File: config.mk
export PLATFORM = sky130hd
export DESIGN_NAME = sram_bus_arbiter
export DESIGN_NICKNAME = d
export VERILOG_FILES = /design/src/rtl/sram_arb_pkg.sv /design/src/rtl/sram_arb_watchdog.sv /design/src/rtl/sram_bus_arbiter.sv
export SDC_FILE = /design/constraint.sdc
export NUM_CORES = 1
export LEC_CHECK = 0
export ABC_AREA = 1
export BUFFER_PORTS_ARGS = -buffer_cell sky130_fd_sc_hd__clkbuf_2
export CAP_MARGIN = 20
export CORE_ASPECT_RATIO = 1.2
export CORE_MARGIN = 3
export CORE_UTILIZATION = 25
export CTS_BUF_LIST = sky130_fd_sc_hd__clkbuf_4 sky130_fd_sc_hd__clkbuf_8
export CTS_CLUSTER_SIZE = 25
export DETAILED_ROUTE_END_ITERATION = 10
export PLACE_DENSITY = 0.53
export SYNTH_ARGS = -nofsm -noshare
export SYNTH_HDL_FRONTEND = slang
export SYNTH_SLANG_ARGS = --single-unit
File: constraint.sdc
create_clock -name i_clock -period 1.7 [get_ports i_clock]
set_input_delay 0.17 -clock i_clock [delete_from_list [all_inputs] [get_ports i_clock]]
set_output_delay 0.17 -clock i_clock [all_outputs]
set_load 0.1 [all_outputs]
File: src/rtl/sram_arb_pkg.sv
// Shared types and constants for the two-port SRAM bus arbiter.
// Used by sram_bus_arbiter and sram_arb_watchdog.
package sram_arb_pkg;

  typedef enum logic [1:0] {
    IDLE    = 2'd0,
    BUSY    = 2'd1,
    RELEASE = 2'd2
  } state_t;

  localparam logic PORT_A = 1'b0;
  localparam logic PORT_B = 1'b1;

  localparam logic [31:0] ERROR_DATA_DEFAULT = 32'hDEADBEEF;

  // Round-robin pick: a lone requester wins; on a tie the port that was
  // not served last wins.
  function automatic logic pick_port(input logic req_a, input logic req_b,
                                     input logic last_id);
    if (req_a && req_b) return ~last_id;
    return req_b ? PORT_B : PORT_A;
  endfunction

endpackage

File: src/rtl/sram_arb_watchdog.sv
// Busy-cycle watchdog for the SRAM arbiter: counts cycles spent waiting on the
// controller and flags expiry on the TIMEOUT-th cycle.
module sram_arb_watchdog #(
  parameter int unsigned TIMEOUT = 64
) (
  input  logic i_clock,
  input  logic i_reset_n,
  input  logic i_busy,
  output logic o_expired
);

  localparam int unsigned CW = (TIMEOUT > 2) ? $clog2(TIMEOUT) : 1;
  localparam logic [CW-1:0] LAST = CW'(TIMEOUT - 1);

  logic [CW-1:0] count;

  // Count is 0 in the first BUSY cycle, so LAST is reached on cycle TIMEOUT.
  always_ff @(posedge i_clock or negedge i_reset_n) begin
    if (!i_reset_n)       count <= '0;
    else if (!i_busy)     count <= '0;
    else if (count != LAST) count <= count + CW'(1);
  end

  assign o_expired = i_busy && (count == LAST);

endmodule

File: src/rtl/sram_bus_arbiter.sv
// Two-port round-robin arbiter sequencing one SRAM controller transaction at a
// time. Define SRAM_ARBITER_TIMEOUT_EN to enable the busy watchdog and o_error.
module sram_bus_arbiter
  import sram_arb_pkg::*;
#(
  parameter int unsigned TIMEOUT    = 64,
  parameter logic [31:0] ERROR_DATA = ERROR_DATA_DEFAULT
) (
  input  logic        i_clock,
  input  logic        i_reset_n,
  input  logic        i_pa_request,
  input  logic        i_pa_rw,
  input  logic [31:0] i_pa_address,
  input  logic [31:0] i_pa_wdata,
  output logic [31:0] o_pa_rdata,
  output logic        o_pa_ready,
  input  logic        i_pb_request,
  input  logic        i_pb_rw,
  input  logic [31:0] i_pb_address,
  input  logic [31:0] i_pb_wdata,
  output logic [31:0] o_pb_rdata,
  output logic        o_pb_ready,
  output logic        o_sram_request,
  output logic        o_sram_rw,
  output logic [31:0] o_sram_address,
  output logic [31:0] o_sram_wdata,
  input  logic [31:0] i_sram_rdata,
  input  logic        i_sram_ready,
  output logic        o_error
);

  state_t      state, next_state;
  logic        grant_id, last_id, grant_pick;
  logic        cmd_rw;
  logic [31:0] cmd_address, cmd_wdata;
  logic [31:0] pa_rdata_q, pb_rdata_q;
  logic        any_request, busy, timeout, finish;
  logic [31:0] finish_data;

  assign any_request = i_pa_request || i_pb_request;
  assign grant_pick  = pick_port(i_pa_request, i_pb_request, last_id);
  assign busy        = (state == BUSY);
  // A controller ready in the expiry cycle wins over the timeout.
  assign finish      = busy && (i_sram_ready || timeout);
  assign finish_data = i_sram_ready ? i_sram_rdata : ERROR_DATA;

`ifdef SRAM_ARBITER_TIMEOUT_EN
  logic expired, error_q;

  sram_arb_watchdog #(.TIMEOUT(TIMEOUT)) u_watchdog (
    .i_clock   (i_clock),
    .i_reset_n (i_reset_n),
    .i_busy    (busy),
    .o_expired (expired)
  );

  assign timeout = expired && !i_sram_ready;

  always_ff @(posedge i_clock or negedge i_reset_n) begin
    if (!i_reset_n)             error_q <= 1'b0;
    else if (busy && timeout)   error_q <= 1'b1;
  end

  assign o_error = error_q;
`else
  logic unused_timeout;
  assign unused_timeout = (TIMEOUT != 0);
  assign timeout        = 1'b0;
  assign o_error        = 1'b0;
`endif

  // NOTE: sequential state uses non-blocking assignments so every register
  // samples pre-edge values regardless of process ordering.
  always_ff @(posedge i_clock or negedge i_reset_n) begin
    if (!i_reset_n) state <= IDLE;
    else            state <= next_state;
  end

  // NOTE: next_state takes a default before the case so no path leaves it
  // unassigned and no latch is inferred.
  always_comb begin
    next_state = state;
    case (state)
      IDLE:    if (any_request) next_state = BUSY;
      BUSY:    if (finish)      next_state = RELEASE;
      RELEASE: next_state = IDLE;
      default: next_state = IDLE;
    endcase
  end

  // Controller-facing outputs depend only on registered state and command.
  always_comb begin
    o_sram_request = busy;
    o_sram_rw      = cmd_rw;
    o_sram_address = cmd_address;
    o_sram_wdata   = cmd_wdata;
    o_pa_ready     = (state == RELEASE) && (grant_id == PORT_A);
    o_pb_ready     = (state == RELEASE) && (grant_id == PORT_B);
    o_pa_rdata     = pa_rdata_q;
    o_pb_rdata     = pb_rdata_q;
  end

  always_ff @(posedge i_clock or negedge i_reset_n) begin
    if (!i_reset_n) begin
      grant_id    <= PORT_A;
      last_id     <= PORT_B;
      cmd_rw      <= 1'b0;
      cmd_address <= '0;
      cmd_wdata   <= '0;
      pa_rdata_q  <= '0;
      pb_rdata_q  <= '0;
    end else begin
      if (state == IDLE && any_request) begin
        grant_id    <= grant_pick;
        cmd_rw      <= (grant_pick == PORT_A) ? i_pa_rw      : i_pb_rw;
        cmd_address <= (grant_pick == PORT_A) ? i_pa_address : i_pb_address;
        cmd_wdata   <= (grant_pick == PORT_A) ? i_pa_wdata   : i_pb_wdata;
      end
      if (finish) begin
        last_id <= grant_id;
        if (grant_id == PORT_A) pa_rdata_q <= finish_data;
        else                    pb_rdata_q <= finish_data;
      end
    end
  end

endmodule

# ---- Word level (Yosys, flattened, before mapping)
# Index checks and enable logic that the tools add are counted.
dict set report word_totals {
  wordCells 35
  in_bits 167
  out_inout_bits 133
  regBits 133
}
dict set report op_classes {
  muxes 11
  reduce_logical 10
  n_eq_ne 4
  n_bitwise 2
}
# cell n
set ops {}
lappend ops {{32-bit 2-to-1 mux} 3}
lappend ops {{2-bit AND reduction} 3}
lappend ops {{1-bit logical AND} 5}
lappend ops {{1-bit 2-to-1 mux} 5}
lappend ops {{2-bit 2-to-1 mux} 2}
lappend ops {{2-bit one-hot mux with 2 select lines} 1}
lappend ops {{2-bit by 1-bit == test with 1-bit output, second input constant} 1}
lappend ops {{2-bit == test, second input constant} 1}
lappend ops {{2-bit logical NOT} 1}
lappend ops {{2-bit by 1-bit inequality test with 1-bit output, second input constant} 1}
lappend ops {{2-bit inequality test, second input constant} 1}
lappend ops {{1-bit inverter} 2}
lappend ops {{1-bit logical OR} 1}

# ---- Longest topological paths before layout
# Gate-level depths: netlist (run 1).
dict set report logic_depth {
  word_depth 4
  mapped_depth 7
}

# ---- Worst setup path before layout (run 1)
# Ideal clock, no wire load.
dict set report synth_timing {
  path_type {reg2out}
  startpoint {reg grant_id}
  endpoint {out o_pb_ready}
  slack_ns -1.343
  stages_incl_launch_ff 5
  t_arrival_ns 2.873
  cell_sequence {dfrtp_1 > buf_2 > clkinv_1 > clkbuf_1 > nor3_1}
}
dict set report synth_between {
  elab_chain_cells 1
}
# element line_no
set synth_rtl {}
lappend synth_rtl {{start: declaration} sram_bus_arbiter.sv:33} ;# logic grant_id, last_id, grant_pick;
lappend synth_rtl {{start signal: assignment} sram_bus_arbiter.sv:114} ;# grant_id <= grant_pick;
lappend synth_rtl {{1-bit logical AND} sram_bus_arbiter.sv:98} ;# o_pb_ready = (state == RELEASE) && (grant_id == PORT_B);
lappend synth_rtl {{end: declaration} sram_bus_arbiter.sv:22} ;# output logic o_pb_ready,
# Every way passes these cells.

# ---- Final worst setup path (run 1)
dict set report layout_timing {
  startpoint {reg state[1]}
  endpoint {out o_pb_ready}
}
dict set report layout_between {
  elab_chain_cells 2
}
# element line_no
set layout_rtl {}
lappend layout_rtl {{start: declaration} sram_bus_arbiter.sv:32} ;# state_t state, next_state;
lappend layout_rtl {{start signal: assignment} sram_bus_arbiter.sv:76} ;# else state <= next_state;
lappend layout_rtl {{2-bit == test} sram_bus_arbiter.sv:98}
lappend layout_rtl {{1-bit logical AND} sram_bus_arbiter.sv:98}
# Every way passes these cells.

==> reports/metrics.csv, run 1 <==
stage,metric,value,unit
sta,fmax,624,MHz
global_routing,top_usage_layer,met2,
global_routing,met3_usage,4.72,%
global_routing,grt_use_met2,26.0,%
sta,fin_skew,0.0109,ns
clock_tree,cts.sinks,133,
clock_tree,cts_tree,yes,
clock_tree,htreeDepth,4,
die,die_y,181,µm
synth,syn-instance-count,860,
routing,vias,6692,
die,core_area,25000,µm²
synth,synthFlopType,dfrtp_1,
sta,min_period_over_period,94.3,%
sta,maxSlewHeadroom,60.6,%
status,outcome,completed,
die,rows,63,
clock_tree,clock_latency,0.43,ns
routing,wl_per_cell,13.8,µm
worst_hold_path,hp-start,i_pa_wdata[25],
place,place_hpwl,15300,µm
routing,via_per_inst,4.27,
clock_tree,cts_buffers,17,
cells_and_area,multi_input_area,2320,µm²
die,initial_core_util,25.6,%
global_routing,grt_max_degree,65,
setup_path,crit_type,register to primary output,
sta,finalSetupViolCount,0,
setup_path,setup.worst_path.end_class,primary output,
synth,synth.area.top_cells,"dfrtp_1 (52%), nand2_1 (19%), nand3_1 (15%)",
cells_and_area,drive_gt1_share,29.4,%
worst_hold_path,holdPathEnd,o_sram_wdata[25]$_DFFE_PN0P_,
place,gp_congestion,0.811,
cells_and_area,fillCellCount,2647,
die,fp.dieW,152,µm
synth,yosys_warnings,0,
setup_path,required,1.53,ns
synth,syn_avg_cell_area,7.44,µm²
synth,yosysSeqAreaShare,52.0,%
clock_tree,cts_buffer_depth,2,
global_routing,first_global_vias,6686,
setup_path,critPathLaunchType,register,
setup_path,timing.rr.end,o_sram_wdata[12]$_DFFE_PN0P_,
global_routing,grtUsageTotal,15.8,%
clock_tree,clk_pin_slew_worst_paths,0.09,ns
sta,rsz0062_at_grt,false,
setup_path,cp_data_arrival_time,1.43,ns
global_routing,grt_pass1_wl,35600,µm
routing,ant_nets,0,
clock_tree,cts_root_buf,clkbuf_8,
synth,syn-cell-area,6400,µm²
worst_hold_path,holdPathStages,5,
routing,routed_wl,21600,µm
setup_path,regToRegStartpoint,state[1]$_DFFE_PN0P_,
sta,tightest_slew,0.594,ns
global_routing,antenna_found_initial,3,
synth,synth.distinct_cells,17,
routing,drc,0,
synth,synth_most_common_cell,nand2_1,
sta,min_period,1.60,ns
cells_and_area,seqCellArea,3330,µm²
setup_path,r2r_slack,0.29,ns
synth,synth-seq-cells,133,
synth,synthTopCellsByCount,"nand2_1 (330), nand3_1 (194), inv_1 (134)",
synth,yosysTopAreaCell,dfrtp_1,
die,die_area,27600,µm²
die,pin_count,300,
sta,hold_violations,0,
place,io_buffers,298,
synth,syn-num-nets,1027,
worst_hold_path,hp-class,primary input to register,
sta,fin_hold_ws,0.0516,ns
global_routing,grt-ovfl-total,0,
setup_path,path_max_fanout,3,
cells_and_area,nets,1394,
sta,drv_slew,0,
synth,synth_top_area_share,51.6,%
setup_path,reg2regPathDepth,7,
cells_and_area,syn2layout_area_growth,49.8,%
routing,first_iter_violations,274,
synth,synth_edf_count,0,
global_routing,use_met1,20.6,%
synth,async_flop_share,100,%
routing,drtPass1Iterations,4,
flow_run,cap_violations,0,
-- critical path: stages (launching register included) --
cell	delay (ns)
dfrtp_1	0.37
inv_1	0.07
buf_4	0.15
nor3_4	0.20
buf_12	0.20
-- registers in the layout, indices dropped and copies added, names as in the netlist --
| signal | cells |
|---|---|
| o_sram_wdata | 32 |
| o_pb_rdata | 32 |
| o_sram_rw | 1 |
| last_id | 1 |
| state | 2 |
| o_pa_rdata | 32 |
| grant_id | 1 |
| o_sram_address | 32 |
-- metrics by stage --
stage	worst slack, ns	setup TNS [ns]	utilization [%]	cells	cell area, µm²
after global routing	0.00617	0	38.4	1566	9590
after CTS	0.0341	0	38.3	1564	9570
final	0.0975	0	38.4	1566	9590
after detailed placement	0.294	0	33.4	1450	8350
after global placement	0.302	0	33.4	1450	8350
after floorplan	-0.0834	-0.0834	-	860	6420
-- cell families (layout without fill, tap and decap cells) --
logic type | Yosys count | count (layout) | synth area share, %
compound gates | 4 | 4 | 0.371
buf+inv | 191 | 571 | 12.5
flops | 133 | 133 | 52.0
other cells | 1 | 2 | 0.0586
simple gates | 531 | 531 | 35.1
-- layout make-up --
class | instances | area share (%)
Antenna cell | 1 | 0.0261
Clock buffer | 17 | 2.44
Clock inverter | 15 | 1.64
Inverter | 135 | 5.29
Multi-Input combinational cell | 536 | 24.2
Sequential cell | 133 | 34.7
Tap cell | 325 | 4.24
Timing Repair Buffer | 404 | 27.4
-- worst max path at each step --
stage	startpoint	endpoint	cells past startpoint	slack, ns
after floorplan	grant_id$_DFFE_PN0P_	o_pb_ready	4	-0.08
after global placement	state[1]$_DFFE_PN0P_	o_sram_address[24]$_DFFE_PN0P_	7	0.30
after detailed placement	state[1]$_DFFE_PN0P_	o_sram_address[24]$_DFFE_PN0P_	7	0.29
after CTS	grant_id$_DFFE_PN0P_	o_pb_ready	3	0.03
after global routing	state[1]$_DFFE_PN0P_	o_pb_ready	4	0.006
final	state[1]$_DFFE_PN0P_	o_pb_ready	4	0.1
-- per-layer routing --
metal	routed length (µm)	vias to the layer above
met5	27	-
met4	218	4
met3	1580	18
met2	10400	266
met1	9460	3062
li1	-	3342
-- timing repair --
action                                  CTS  global route
buffers inserted                          0             1
endpoints found under the setup margin    1             1
cloned                                    0             0
gates resized for setup                   1             0
endpoints found under the hold margin   247             0
hold buffers                             82             0
-- layout by cell type, fill, tap and decap left out --
| cell | instances |
|---|---|
| nand3_1 | 194 |
| bufinv_16 | 1 |
| dlygate4sd3_1 | 82 |
| clkinv_2 | 1 |
| buf_6 | 1 |
| clkbuf_8 | 17 |
| inv_6 | 6 |
| nor3_4 | 2 |
| clkinvlp_4 | 1 |
| o21ai_0 | 3 |
| nand2_1 | 328 |
| clkbuf_2 | 294 |
| clkinv_1 | 1 |
| nand2_2 | 3 |
| inv_8 | 4 |
| diode_2 | 1 |
| buf_12 | 10 |
| dfrtp_1 | 131 |
| dfrtp_2 | 1 |
| clkinv_4 | 2 |
| conb_1 | 1 |
| dfstp_2 | 1 |
| nor2_4 | 2 |
| nor2_1 | 2 |
| buf_4 | 17 |
| inv_1 | 134 |
| o21ai_4 | 1 |
Power of run 1 is left out: the tool's default activity adds up to more than one toggle a clock period on the data nets, which glitch-free logic cannot reach.
==> run 2, diff against run 1 <==
- GPL_TIMING_DRIVEN: not set -> 0
==> run 2 against run 1 <==
Against the previous run:
- global-route usage grew 0.63 points
- worst setup slack lost 0.028 ns
- die area is the same
- clock skew grew 0.0044 ns
- utilization is essentially flat
- hold slack lost 0.013 ns
- via count grew 2.0%
- first-iteration DRC count shrank 14%
- register-to-register slack lost 0.15 ns
- cell area is essentially flat
- non-clock buffer count grew 26
- count of clock-buffer cells in the layout is the same
- highest routed layer unchanged
==> reports/metrics.csv, run 2 (synthesis results as in run 1) <==
stage,metric,value,unit
status,outcome,completed,
setup_path,setup.worst_path.end_class,primary output,
routing,wl_per_cell,14.3,µm
cells_and_area,nets,1420,
global_routing,grt_use_met2,28.3,%
global_routing,grtUsageTotal,16.5,%
cells_and_area,multi_input_area,2300,µm²
routing,vias,6827,
clock_tree,cts_buffers,17,
cells_and_area,final_util,38.4,%
cells_and_area,drive_gt1_share,30.5,%
routing,drc,0,
routing,first_iter_violations,235,
setup_path,critPathLaunchType,register,
clock_tree,cts_root_buf,clkbuf_8,
global_routing,met3_usage,5.34,%
clock_tree,clock_latency,0.44,ns
cells_and_area,seqCellArea,3330,µm²
sta,tightest_slew,0.594,ns
setup_path,cp_data_arrival_time,1.46,ns
routing,via_per_inst,4.29,
setup_path,crit_type,register to primary output,
sta,min_period,1.63,ns
sta,rsz0062_at_grt,true,
die,pin_count,300,
global_routing,use_met1,20.5,%
global_routing,grt-ovfl-total,0,
clock_tree,htreeDepth,4,
clock_tree,cts.sinks,133,
clock_tree,cts_tree,yes,
die,rows,63,
global_routing,top_usage_layer,met2,
global_routing,antenna_found_initial,1,
cells_and_area,fillCellCount,2691,
die,die_y,181,µm
sta,fin_skew,0.0153,ns
routing,ant_nets,0,
clock_tree,clk_pin_slew_worst_paths,0.09,ns
sta,fmax,613,MHz
global_routing,grt_pass1_wl,37000,µm
cells_and_area,n_antenna_cell,0,
cells_and_area,syn2layout_area_growth,49.9,%
cells_and_area,fin_area,9590,µm²
global_routing,grt_max_degree,88,
routing,drtPass1Iterations,4,
die,core_area,25000,µm²
routing,routed_wl,22700,µm
sta,min_period_over_period,95.9,%
setup_path,path_max_fanout,10,
die,initial_core_util,25.6,%
cells_and_area,layout_common_cells,"nand2_1 (330), clkbuf_2 (294), nand3_1 (194)",
place,dpl_cell_area,8360,µm²
clock_tree,cts_buffer_depth,2,
place,io_buffers,298,
sta,finalSetupViolCount,0,
die,fp.dieW,152,µm
die,die_area,27600,µm²
sta,maxSlewHeadroom,60.6,%
place,gp_congestion,0.829,
place,place_hpwl,17100,µm
cells_and_area,final_common_cell,nand2_1,
sta,drv_slew,0,
global_routing,first_global_vias,6947,
sta,hold_violations,0,
setup_path,required,1.53,ns
worst_hold_path,hp-class,primary input to register,
flow_run,cap_violations,0,
==> run 2: cell count changes in the layout (fill, tap and decap cells not counted), sizes merged <==
cell,delta
buf,+15
clkbuf,+20
clkinvlp,+1
diode,-1
dlygate4sd3,-9
inv,-1
==> run 2: worst max-delay path, cell delays in order (launching register included) <==
cell,delay (ns)
dfrtp_1,0.38
buf_6,0.14
buf_12,0.14
nor3_4,0.13
clkbuf_16,0.23
==> run 2: stage by stage <==
| stage | setup slack, ns | hold slack (ns) | instances | setup TNS (ns) |
|---|---|---|---|---|
| after floorplan | -0.0834 | -0.126 | 860 | -0.0834 |
| after global placement | -1.99 | 0.388 | 1483 | -262.85 |
| after detailed placement | -0.269 | 0.146 | 1484 | -0.296 |
| after CTS | -0.0592 | 0.00112 | 1592 | -0.0592 |
| after global routing | -0.0114 | 0.0199 | 1591 | -0.0114 |
| final | 0.0694 | 0.0382 | 1591 | 0 |
==> run 2: path summary, 6_finish.rpt <==
kind | slack (ns) | depth (start not counted) | endpoint | startpoint
hold / removal | 0.04 | 5 | o_sram_wdata[17]$_DFFE_PN0P_ | i_pa_wdata[17]
max in group asynchronous | 0.67 | 3 | o_sram_address[30]$_DFFE_PN0P_ | i_reset_n
hold reg to reg | 0.48 | 2 | o_pa_rdata[22]$_DFFE_PN0P_ | o_pa_rdata[22]$_DFFE_PN0P_
setup / recovery | 0.07 | 4 | o_pa_ready | grant_id$_DFFE_PN0P_
setup reg to reg | 0.14 | 7 | o_sram_wdata[21]$_DFFE_PN0P_ | last_id$_DFFE_PN1P_
min in group asynchronous | 0.23 | 2 | o_pb_rdata[13]$_DFFE_PN0P_ | i_reset_n
==> run 2: layer usage <==
metal | vias up | part of all wire [%]
met5 | - | 0.057
met4 | 2 | 0.96
met3 | 18 | 7.5
met2 | 242 | 48
met1 | 3162 | 43
li1 | 3403 | -
==> run 2: final cells by class <==
class | count | share of cell area, %
multi-input cells | 536 | 23.9
clock inverters | 15 | 1.63
inverters | 135 | 5.41
flip-flops and latches | 133 | 34.7
plain buffers | 55 | 3.35
well taps | 325 | 4.24
clock buffers | 17 | 2.44
repair buffers | 375 | 24.3
==> run 2: what timing repair did <==
action                     in CTS  in global routing
hold endpoints to repair      148                  0
setup endpoints to repair       3                 59
resized for setup              20                  8
pin swaps                       2                  1
buffers inserted                3                  0
hold buffers                   73                  0
Power of run 2 is left out for the same reason.
==> run 3, diff against run 2 <==
- CELL_PAD_IN_SITES_DETAIL_PLACEMENT: not set -> 0
- CELL_PAD_IN_SITES_GLOBAL_PLACEMENT: not set -> 1
- PLACE_DENSITY: 0.53 -> 0.7
==> run 3 against run 2 <==
Against the previous run:
- sequential cell count is the same
- final cell count is essentially flat
- sequential share of layout area shrank 0.054 points
- highest routed layer is now met4
- non-clock buffer count shrank 1
- routed wire length grew 1.8%
==> reports/metrics.csv, run 3 (synthesis results as in run 1) <==
stage,metric,value,unit
cells_and_area,layout_common_cells,"nand2_1 (330), clkbuf_2 (296), nand3_1 (194)",
clock_tree,cts_tree,yes,
clock_tree,htreeDepth,4,
routing,first_iter_violations,247,
clock_tree,clock_latency,0.45,ns
sta,drv_slew,0,
status,outcome,completed,
setup_path,setup.worst_path.end_class,primary output,
place,place_inst,1484,
clock_tree,cts.sinks,133,
cells_and_area,nets,1419,
global_routing,antenna_found_initial,0,
cells_and_area,layoutNonFillerInstCount,1590,
die,rows,63,
setup_path,path_max_fanout,4,
place,place_hpwl,17000,µm
cells_and_area,drive_gt1_share,30.8,%
clock_tree,cts_buffers,17,
sta,min_period,1.67,ns
cells_and_area,final_util,38.5,%
routing,wl_per_cell,14.6,µm
place,io_buffers,298,
cells_and_area,multi_input_area,2290,µm²
cells_and_area,n_antenna_cell,0,
setup_path,required,1.53,ns
clock_tree,clk_pin_slew_worst_paths,0.09,ns
setup_path,critPathLaunchType,register,
die,core_area,25000,µm²
global_routing,first_global_vias,6891,
sta,tightest_slew,0.608,ns
routing,ant_nets,0,
die,die_y,181,µm
setup_path,crit_type,register to primary output,
cells_and_area,seqCellArea,3330,µm²
cells_and_area,fillCellCount,2653,
flow_run,cap_violations,0,
cells_and_area,syn2layout_area_growth,50.1,%
global_routing,grt_pass1_wl,37000,µm
global_routing,grtUsageTotal,16.6,%
routing,via_per_inst,4.25,
die,pin_count,300,
die,die_area,27600,µm²
routing,drtPass1Iterations,4,
clock_tree,cts_root_buf,clkbuf_8,
sta,rsz0062_at_grt,true,
sta,maxSlewHeadroom,59.7,%
cells_and_area,fin_area,9610,µm²
place,dpl_cell_area,8360,µm²
routing,routed_wl,23100,µm
sta,finalSetupViolCount,0,
sta,min_period_over_period,98.2,%
place,gp_congestion,0.810,
cells_and_area,final_common_cell,nand2_1,
sta,hold_violations,0,
sta,fin_skew,0.0185,ns
clock_tree,cts_buffer_depth,2,
die,initial_core_util,25.6,%
global_routing,grt_max_degree,80,
sta,fmax,599,MHz
worst_hold_path,hp-class,primary input to register,
routing,drc,0,
routing,vias,6760,
global_routing,grt-ovfl-total,0,
setup_path,cp_data_arrival_time,1.50,ns
die,fp.dieW,152,µm
[run 3: layout make-up]
cell class | instances | area share, %
clock buffer | 18 | 2.58
clock inverter | 14 | 1.71
multi-input combinational | 536 | 23.9
buffer | 56 | 3.62
timing repair buffer | 373 | 24.0
tap | 325 | 4.23
inverter | 135 | 5.35
sequential | 133 | 34.7
[run 3: routing by layer]
layer / part of all wire (%) / track usage [%]
met2: 49 / 28.3
met5: 0 / 0
met4: 1.3 / 4.24
met1: 43 / 20.6
met3: 6.9 / 4.98
[run 3: path summary, 6_finish.rpt]
kind	from	to	slack, ns	cells after the start
max	grant_id$_DFFE_PN0P_	o_pb_ready	0.03	5
max reg2reg	last_id$_DFFE_PN1P_	o_sram_address[25]$_DFFE_PN0P_	0.16	6
min reg2reg	o_pb_rdata[15]$_DFFE_PN0P_	o_pb_rdata[15]$_DFFE_PN0P_	0.48	2
min in group asynchronous	i_reset_n	o_pa_rdata[23]$_DFFE_PN0P_	0.25	2
min	i_pa_wdata[31]	o_sram_wdata[31]$_DFFE_PN0P_	0.03	5
max in group asynchronous	i_reset_n	o_sram_address[12]$_DFFE_PN0P_	0.66	3
[run 3: critical path, cell delays in order, from the launching register on]
cell	delay (ns)
dfrtp_1	0.34
buf_6	0.14
inv_8	0.04
clkbuf_16	0.14
nor3_4	0.18
clkbuf_16	0.23
[run 3: repair_timing]
item / 4_1_cts / 5_1_grt
pin swaps: 0 / 2
hold buffers: 69 / 0
resized for setup: 19 / 14
buffers inserted: 2 / 3
endpoints found under the setup margin: 3 / 58
hold endpoints to repair: 154 / 0
[run 3: through the flow]
stage | setup slack, ns | TNS (ns) | hold WS, ns
2_1_floorplan | -0.0834 | -0.0834 | -0.126
3_3_place_gp | -1.99 | -261.42 | 0.384
3_5_place_dp | -0.264 | -0.308 | 0.186
5_1_grt | -0.0542 | -0.0845 | 0.0103
4_1_cts | -0.0453 | -0.0769 | 0.0000647
6_report | 0.0299 | 0 | 0.0333
Power of run 3 is left out for the same reason.
